`config.mk`:
```
export PLATFORM = sky130hd
export DESIGN_NAME = serial_adder_ctrl
export DESIGN_NICKNAME = d
export VERILOG_FILES = /design/src/rtl/serial_adder_ctrl.sv
export SDC_FILE = /design/constraint.sdc
export NUM_CORES = 1
export LEC_CHECK = 0
export CAP_MARGIN = 10
export CORE_ASPECT_RATIO = 0.5
export CORE_UTILIZATION = 25
export CTS_CLUSTER_DIAMETER = 100
export CTS_CLUSTER_SIZE = 40
export DETAILED_ROUTE_END_ITERATION = 8
export GPL_TIMING_DRIVEN = 0
export PLACE_DENSITY_LB_ADDON = 0.25
export RECOVER_POWER = 50
export SLEW_MARGIN = 20
export SYNTH_ARGS = -nofsm -noshare
export SYNTH_HDL_FRONTEND = slang
export SYNTH_SLANG_ARGS = --single-unit
```
`constraint.sdc`:
```
create_clock -name clock -period 2.97 [get_ports clock]
set_input_delay 0.4455 -clock clock [delete_from_list [all_inputs] [get_ports clock]]
set_output_delay 0.4455 -clock clock [all_outputs]
set_load 0.005 [all_outputs]
```
`src/rtl/serial_adder_ctrl.sv`:
```
// Bit-serial adder controller: one full-adder cell stepped LSB-first over WIDTH cycles.
// Optional signed-overflow output enabled by defining SERIAL_ADD_OVERFLOW_EN.
module serial_adder_ctrl #(
  parameter int unsigned WIDTH = 8
) (
  input  logic             clock,
  input  logic             reset,
  input  logic             start,
  input  logic [WIDTH-1:0] inA,
  input  logic [WIDTH-1:0] inB,
  input  logic             carryIn,
  output logic             busy,
  output logic             done,
  output logic [WIDTH-1:0] sum,
  output logic             carryOut
`ifdef SERIAL_ADD_OVERFLOW_EN
  ,
  output logic             overflow
`endif
);

  localparam int unsigned CntW = $clog2(WIDTH);
  localparam logic [CntW-1:0] LastCnt = CntW'(WIDTH - 1);

  typedef enum logic [1:0] {StIdle, StRun, StDone} state_e;

  state_e           state;
  logic [WIDTH-1:0] a_reg;
  logic [WIDTH-1:0] b_reg;
  logic [WIDTH-1:0] acc_reg;
  logic             c_reg;
  logic [CntW-1:0]  cnt;

  logic fa_sum;
  logic fa_carry;

  always_comb begin
    fa_sum   = a_reg[0] ^ b_reg[0] ^ c_reg;
    fa_carry = (a_reg[0] & b_reg[0]) | (a_reg[0] & c_reg) | (b_reg[0] & c_reg);
  end

  always_ff @(posedge clock) begin
    if (reset) begin
      state    <= StIdle;
      a_reg    <= '0;
      b_reg    <= '0;
      acc_reg  <= '0;
      c_reg    <= 1'b0;
      cnt      <= '0;
      busy     <= 1'b0;
      done     <= 1'b0;
      sum      <= '0;
      carryOut <= 1'b0;
`ifdef SERIAL_ADD_OVERFLOW_EN
      overflow <= 1'b0;
`endif
    end else begin
      unique case (state)
        StIdle: begin
          done <= 1'b0;
          if (start) begin
            a_reg <= inA;
            b_reg <= inB;
            c_reg <= carryIn;
            cnt   <= '0;
            busy  <= 1'b1;
            state <= StRun;
          end
        end
        StRun: begin
          c_reg   <= fa_carry;
          acc_reg <= {fa_sum, acc_reg[WIDTH-1:1]};
          a_reg   <= a_reg >> 1;
          b_reg   <= b_reg >> 1;
          cnt     <= cnt + CntW'(1);
          if (cnt == LastCnt) begin
            // acc_reg holds bits 0..WIDTH-2 in its upper WIDTH-1 positions at this point
            sum      <= {fa_sum, acc_reg[WIDTH-1:1]};
            carryOut <= fa_carry;
`ifdef SERIAL_ADD_OVERFLOW_EN
            overflow <= c_reg ^ fa_carry;
`endif
            done     <= 1'b1;
            busy     <= 1'b0;
            state    <= StDone;
          end
        end
        StDone: begin
          done  <= 1'b0;
          state <= StIdle;
        end
        default: state <= StIdle;
      endcase
    end
  end

endmodule
```
==> results of run 1 <==
cell type report:
class,instances,area (µm²),area share
Timing Repair Buffer,29,290,0.132
Sequential cell,40,801,0.364
Clock inverter,3,18.8,0.00852
Inverter,1,3.75,0.00170
Buffer,17,90.1,0.0409
Tap cell,88,110,0.0500
Multi-Input combinational cell,139,763,0.347
Clock buffer,5,125,0.0568
per-stage QoR:
stage	hold WS (ps)	total power (W)
after CTS	462	0.00124
after global placement	443	0.000717
after global routing	477	0.00128
final	459	0.00123
after floorplan	437	0.000667
after detailed placement	454	0.000719
report_power, final:
part / switching, W / internal, W / leakage [nW] / total (W)
Clock: 0.000212 / 0.000309 / 0.0736 / 0.000522
Combinational: 0.0000695 / 0.0000609 / 0.374 / 0.000130
Sequential: 0.0000130 / 0.000560 / 0.327 / 0.000573
critical path, stage by stage:
cell           delay [ps]
dlygate4sd3_1         590
nor2b_1               140
clkbuf_1              360
buf_6                 210
nand2_1                70
a311oi_2              260
metal layers:
layer	wire [µm]	global-route usage	vias to the layer above
li1	-	-	740
met1	2000	0.150	685
met2	1720	0.197	23
met3	140	0.0286	4
met4	55	0.0495	0
met5	0	0	-
worst paths after layout:
check                              from               endpoint  cells after the start
setup / recovery                  start  a_reg[4]$_SDFFE_PP0P_                      6
hold / removal      sum[0]$_SDFFE_PP0P_    sum[0]$_SDFFE_PP0P_                      2
setup reg to reg  state[1]$_SDFFE_PP0P_    sum[0]$_SDFFE_PP0P_                      5
hold reg to reg     sum[0]$_SDFFE_PP0P_    sum[0]$_SDFFE_PP0P_                      2
cell families (layout without fill, tap and decap cells):
| group | after synthesis | in the layout | share of synthesized area |
|---|---|---|---|
| simple gates | 95 | 95 | 0.237 |
| compound gates | 40 | 40 | 0.185 |
| flops | 40 | 40 | 0.477 |
| buf+inv | 18 | 55 | 0.0679 |
| fa+ha+maj | 3 | 3 | 0.0268 |
| mux | 1 | 1 | 0.00597 |
layout by cell type, fill, tap and decap left out, drive strengths merged:
master and n:
inv 1, clkinv 3, dlygate4sd3 1, fa 1, clkbuf 14, dfxtp 40, nand2 56, a2bb2oi 1
mux2i 1, a311oi 15, clkdlybuf4s50 28, nand3b 3, ha 2, nor2b 1, buf 8, and2b 1
nand2b 3, nor2 18, nand3 12, o21ai 2, nor3 1, a21oi 22
==> summary.md, run 1 <==
| Metric | Value |
|---|---|
| Design Area, Final | `0.00220 mm²` |
| Overflow after GRT | `0` |
| Setup TNS | `0 ps` |
| Final #Nets | `256` |
| Initial DRC count | `41` |
| Area grow syn2layout | `31.2%` |
| Clock Latency Late Sink | `280 ps` |
| Final wirelength | `3.92 mm` |
| Vias | `1452` |
| EDFF count, synth | `0` |
| Yosys top cell area share | `0.477` |
| CTS tree | `built` |
| # rows | `20` |
| FMAX | `529 MHz` |
| Worst slack at placement | `1100 ps` |
| Post-synth cell types | `23` |
| Placed wire-length estimate | `2.74 mm` |
| Initial core utilization | `0.267` |
| Worst-path fanout max | `10` |
| DR DRC count | `0` |
| First-pass GRT wire length | `6.44 mm` |
| Sink Count | `40` |
| VDD IR max | `288 µV` |
| Drt pass-1 iters | `4` |
| Area of the die | `0.00706 mm²` |
| Status | `finished clean` |
| CP Class | `input port to register` |
| Horiz. Die Dim | `118 µm` |
| Clock tree buffer depth | `2` |
| CP arrival | `2070 ps` |
| Synth top area cells | `dfxtp_1, nand2_1, a311oi_2, a21oi_1, nor2_1` |
| Area of the core | `0.00628 mm²` |
| Area post-placement | `0.00208 mm²` |
| Slew Limit Fails | `0` |
| Worst min-delay path class | `register to register` |
| # IOs | `31` |
| Number of max-cap violations | `0` |
| Synth warn | `0` |
| Clk root buf | `clkbuf_16` |
| Post-Layout Cell Count | `322` |
| Postcts setup bufs | `0` |
| Pleak | `0.775 nW` |
| Vias per cell | `4.51` |
| Post-synthesis async set-or-reset flop share | `0` |
| Port buffer count | `29` |
| Vias in the first global route | `1327` |
| Ratio of cells with drive above 1 in the final layout | `0.0983` |
| Slew @ Worst Pin | `720 ps` |
| Register area share after synthesis | `0.477` |
| PwrDens | `557 mW/mm²` |
| Wire per inst | `12.2 µm` |
| R2R setup slack | `1330 ps` |
| Final setup fails | `0` |
| Initial antenna violation count | `0` |
| Most common library cells after synthesis | `nand2_1, dfxtp_1, a21oi_1, nor2_1, nand3_1` |
| Tmin final | `1890 ps` |
| Post_cts resized | `0` |
| Most used DFF post-synth | `dfxtp_1` |
| ANT cells | `0` |
| Largest net degree at the start of global routing | `14` |
| RD Place Congestion | `0.700` |
| Syn Inst Count | `197` |
| Most frequent cell after synthesis | `nand2_1` |
| Fin. Hold Viols | `0` |
| TritonCTS Buffers | `5` |
| H-tree depth | `2` |
| Worst clock skew | `3.86 ps` |
| Cell Area, Synth | `0.00168 mm²` |
| Fill count | `645` |
| Period utilization | `0.636` |
| Worst EP required | `3150 ps` |
| Final WS setup | `1080 ps` |
| Util after Layout | `0.351` |
| Gr usage total | `0.118` |
| Crit path launch type | `input port` |
| DP Cell Count | `314` |
| Top cell type by total area after synthesis | `dfxtp_1` |
| Relative slew slack | `0.520` |
| Hold Buf Count CTS | `0` |
| Avg Cell Area, Syn | `8.52 µm²` |
| CTS clk-pin slew, worst paths | `60 ps` |
| Routed Antenna Nets | `0` |
| Syn Nets | `220` |
| Synthesized flop and latch total | `40` |
| RSZ-0062 raised after global routing | `no` |
| CP Capture Type | `register` |
| Die Ht | `59.9 µm` |
No activity file was read; power rests on OpenSTA's default activity.
==> run 2: changes to the inputs <==
- clock period: 2.97 -> 1.9 ns (I/O delays scaled with it)
==> run 2 against run 1 <==
Net effect: hold slack got worse by 44 ps; highest routed layer unchanged; sequential cell count did not move; sequential power rose by 56%; non-clock buffer count did not move; setup slack got worse by 820 ps; combinational power rose by 58%; register-to-register slack got worse by 1100 ps; via count fell by 0.14%; routed wire length barely moved; cell count did not move.
==> summary.md, run 2 (same netlist as run 1, synthesis figures left out) <==
| Metric | Value |
|---|---|
| Status | `finished clean` |
| First-pass GRT wire length | `6.44 mm (unchanged)` |
| Slew @ Worst Pin | `722 ps (+1.43 ps)` |
| Initial DRC count | `44 (+7.3%)` |
| Multi-input logic area | `763 µm² (unchanged)` |
| Crit path largest cell delay | `450 ps (-140 ps)` |
| Period utilization | `0.861` |
| Worst min-delay path class | `input port to register` |
| Overflow after GRT | `0 (unchanged)` |
| Most common cell after layout, fill and taps aside | `nand2_1` |
| Vias per cell | `4.50 (-0.14%)` |
| TritonCTS Buffers | `5 (unchanged)` |
| Vias | `1450 (-0.14%)` |
| Hold Buf Count CTS | `0 (unchanged)` |
| Worst EP required | `2080 ps (-1070 ps)` |
| CP Capture Type | `register` |
| Worst path slowest cell | `dfxtp_1` |
| CTS clk-pin slew, worst paths | `60 ps (about the same)` |
| Gr usage total | `0.118 (unchanged)` |
| Clk root buf | `clkbuf_16` |
| CP top delay family | `buffers and inverters` |
| Horiz. Die Dim | `118 µm (unchanged)` |
| Initial core utilization | `0.267 (unchanged)` |
| FMAX | `612 MHz` |
| Final wirelength | `3.91 mm (about the same)` |
| Number of max-cap violations | `0 (unchanged)` |
| Area of the core | `0.00628 mm² (unchanged)` |
| Fin. Hold Viols | `0 (unchanged)` |
| Tmin final | `1640 ps` |
| Worst clock skew | `3.57 ps (-0.289 ps)` |
| Postcts setup bufs | `0 (unchanged)` |
| DR DRC count | `0 (unchanged)` |
| # IOs | `31 (unchanged)` |
| Final #Nets | `256 (unchanged)` |
| FF/Latch Area | `801 µm² (unchanged)` |
| Fill count | `648 (+0.47%)` |
| Placed wire-length estimate | `2.74 mm (unchanged)` |
| Worst-path fanout max | `10 (unchanged)` |
| CP arrival | `1820 ps (-250 ps)` |
| Drt pass-1 iters | `4 (unchanged)` |
| Clock tree buffer depth | `2 (unchanged)` |
| Crit path launch type | `register` |
| CTS tree | `built` |
| PwrDens | `869 mW/mm² (+56%)` |
| Port buffer count | `29 (unchanged)` |
| Wire per inst | `12.2 µm (about the same)` |
| # rows | `20 (unchanged)` |
| VDD IR max | `450 µV (+56%)` |
| Commonest cells after routing, fill and taps aside | `nand2_1, dfxtp_1, clkdlybuf4s50_1` |
| Initial antenna violation count | `0 (unchanged)` |
| RSZ-0062 raised after global routing | `no` |
| Hold WS | `415 ps (-43.6 ps)` |
| Final setup fails | `0 (unchanged)` |
| Tot Pwr | `0.00192 W (+56%)` |
| Area of the die | `0.00706 mm² (unchanged)` |
| Sink Count | `40 (unchanged)` |
| Area grow syn2layout | `31.4%` |
| Setup TNS | `0 ps (unchanged)` |
| R2R setup slack | `260 ps (-1070 ps)` |
| Buf+Inv Stages, Crit Path | `2 (-1)` |
| Routed Antenna Nets | `0 (unchanged)` |
| RD Place Congestion | `0.700 (unchanged)` |
| Relative slew slack | `0.519 (-0.000955)` |
| CP Class | `register to register` |
| H-tree depth | `2 (unchanged)` |
| ANT cells | `0 (unchanged)` |
| Largest net degree at the start of global routing | `14 (unchanged)` |
| Vias in the first global route | `1327 (unchanged)` |
| Ratio of cells with drive above 1 in the final layout | `0.0983 (unchanged)` |
| Post_cts resized | `0 (unchanged)` |
| Slew Limit Fails | `0 (unchanged)` |
| Clock Latency Late Sink | `280 ps (about the same)` |
| Die Ht | `59.9 µm (unchanged)` |
| Worst-path cell chain | `nand2b_1, buf_6, clkbuf_1, nand2_1, a311oi_2` |
| Pleak | `0.791 nW (+2.1%)` |
-- run 2: cell type report --
cell class                 count  share of cell area
buffer                        17              0.0420
tap                           88              0.0499
sequential                    40               0.363
clock buffer                   5              0.0568
clock inverter                 3             0.00851
multi-input combinational    139               0.346
inverter                       1             0.00170
timing repair buffer          29               0.132
-- run 2: path summary, 6_finish.rpt --
kind	startpoint	to	cells after the start
hold reg to reg	sum[2]$_SDFFE_PP0P_	sum[2]$_SDFFE_PP0P_	2
setup reg to reg	state[1]$_SDFFE_PP0P_	a_reg[4]$_SDFFE_PP0P_	5
hold / removal	reset	busy$_SDFFE_PP0P_	2
setup / recovery	state[1]$_SDFFE_PP0P_	a_reg[4]$_SDFFE_PP0P_	5
-- run 2: layer usage --
metal  global-route usage  wire [µm]
met1                0.150       2010
met2                0.197       1720
met3               0.0286        133
met4               0.0495         44
met5                    0          0
-- run 2: worst reg2reg max path, cell delays in order, from the launching register on --
cell and delay [ps]:
dfxtp_1 450, nand2b_1 160, buf_6 150, clkbuf_1 400, nand2_1 140, a311oi_2 260
-- run 2: through the flow --
stage,utilization,instances,setup WS [ps],cell area [µm²]
2_1_floorplan,-,197,667,1680
3_3_place_gp,0.331,314,199,2080
3_5_place_dp,0.331,314,195,2080
4_1_cts,0.354,322,431,2220
5_1_grt,0.351,322,139,2200
6_report,0.351,322,265,2200
-- run 2: power breakdown --
part           switching [W]  internal, W
combinational       0.000109    0.0000962
sequential         0.0000202     0.000876
clock               0.000332     0.000483
total               0.000460      0.00146
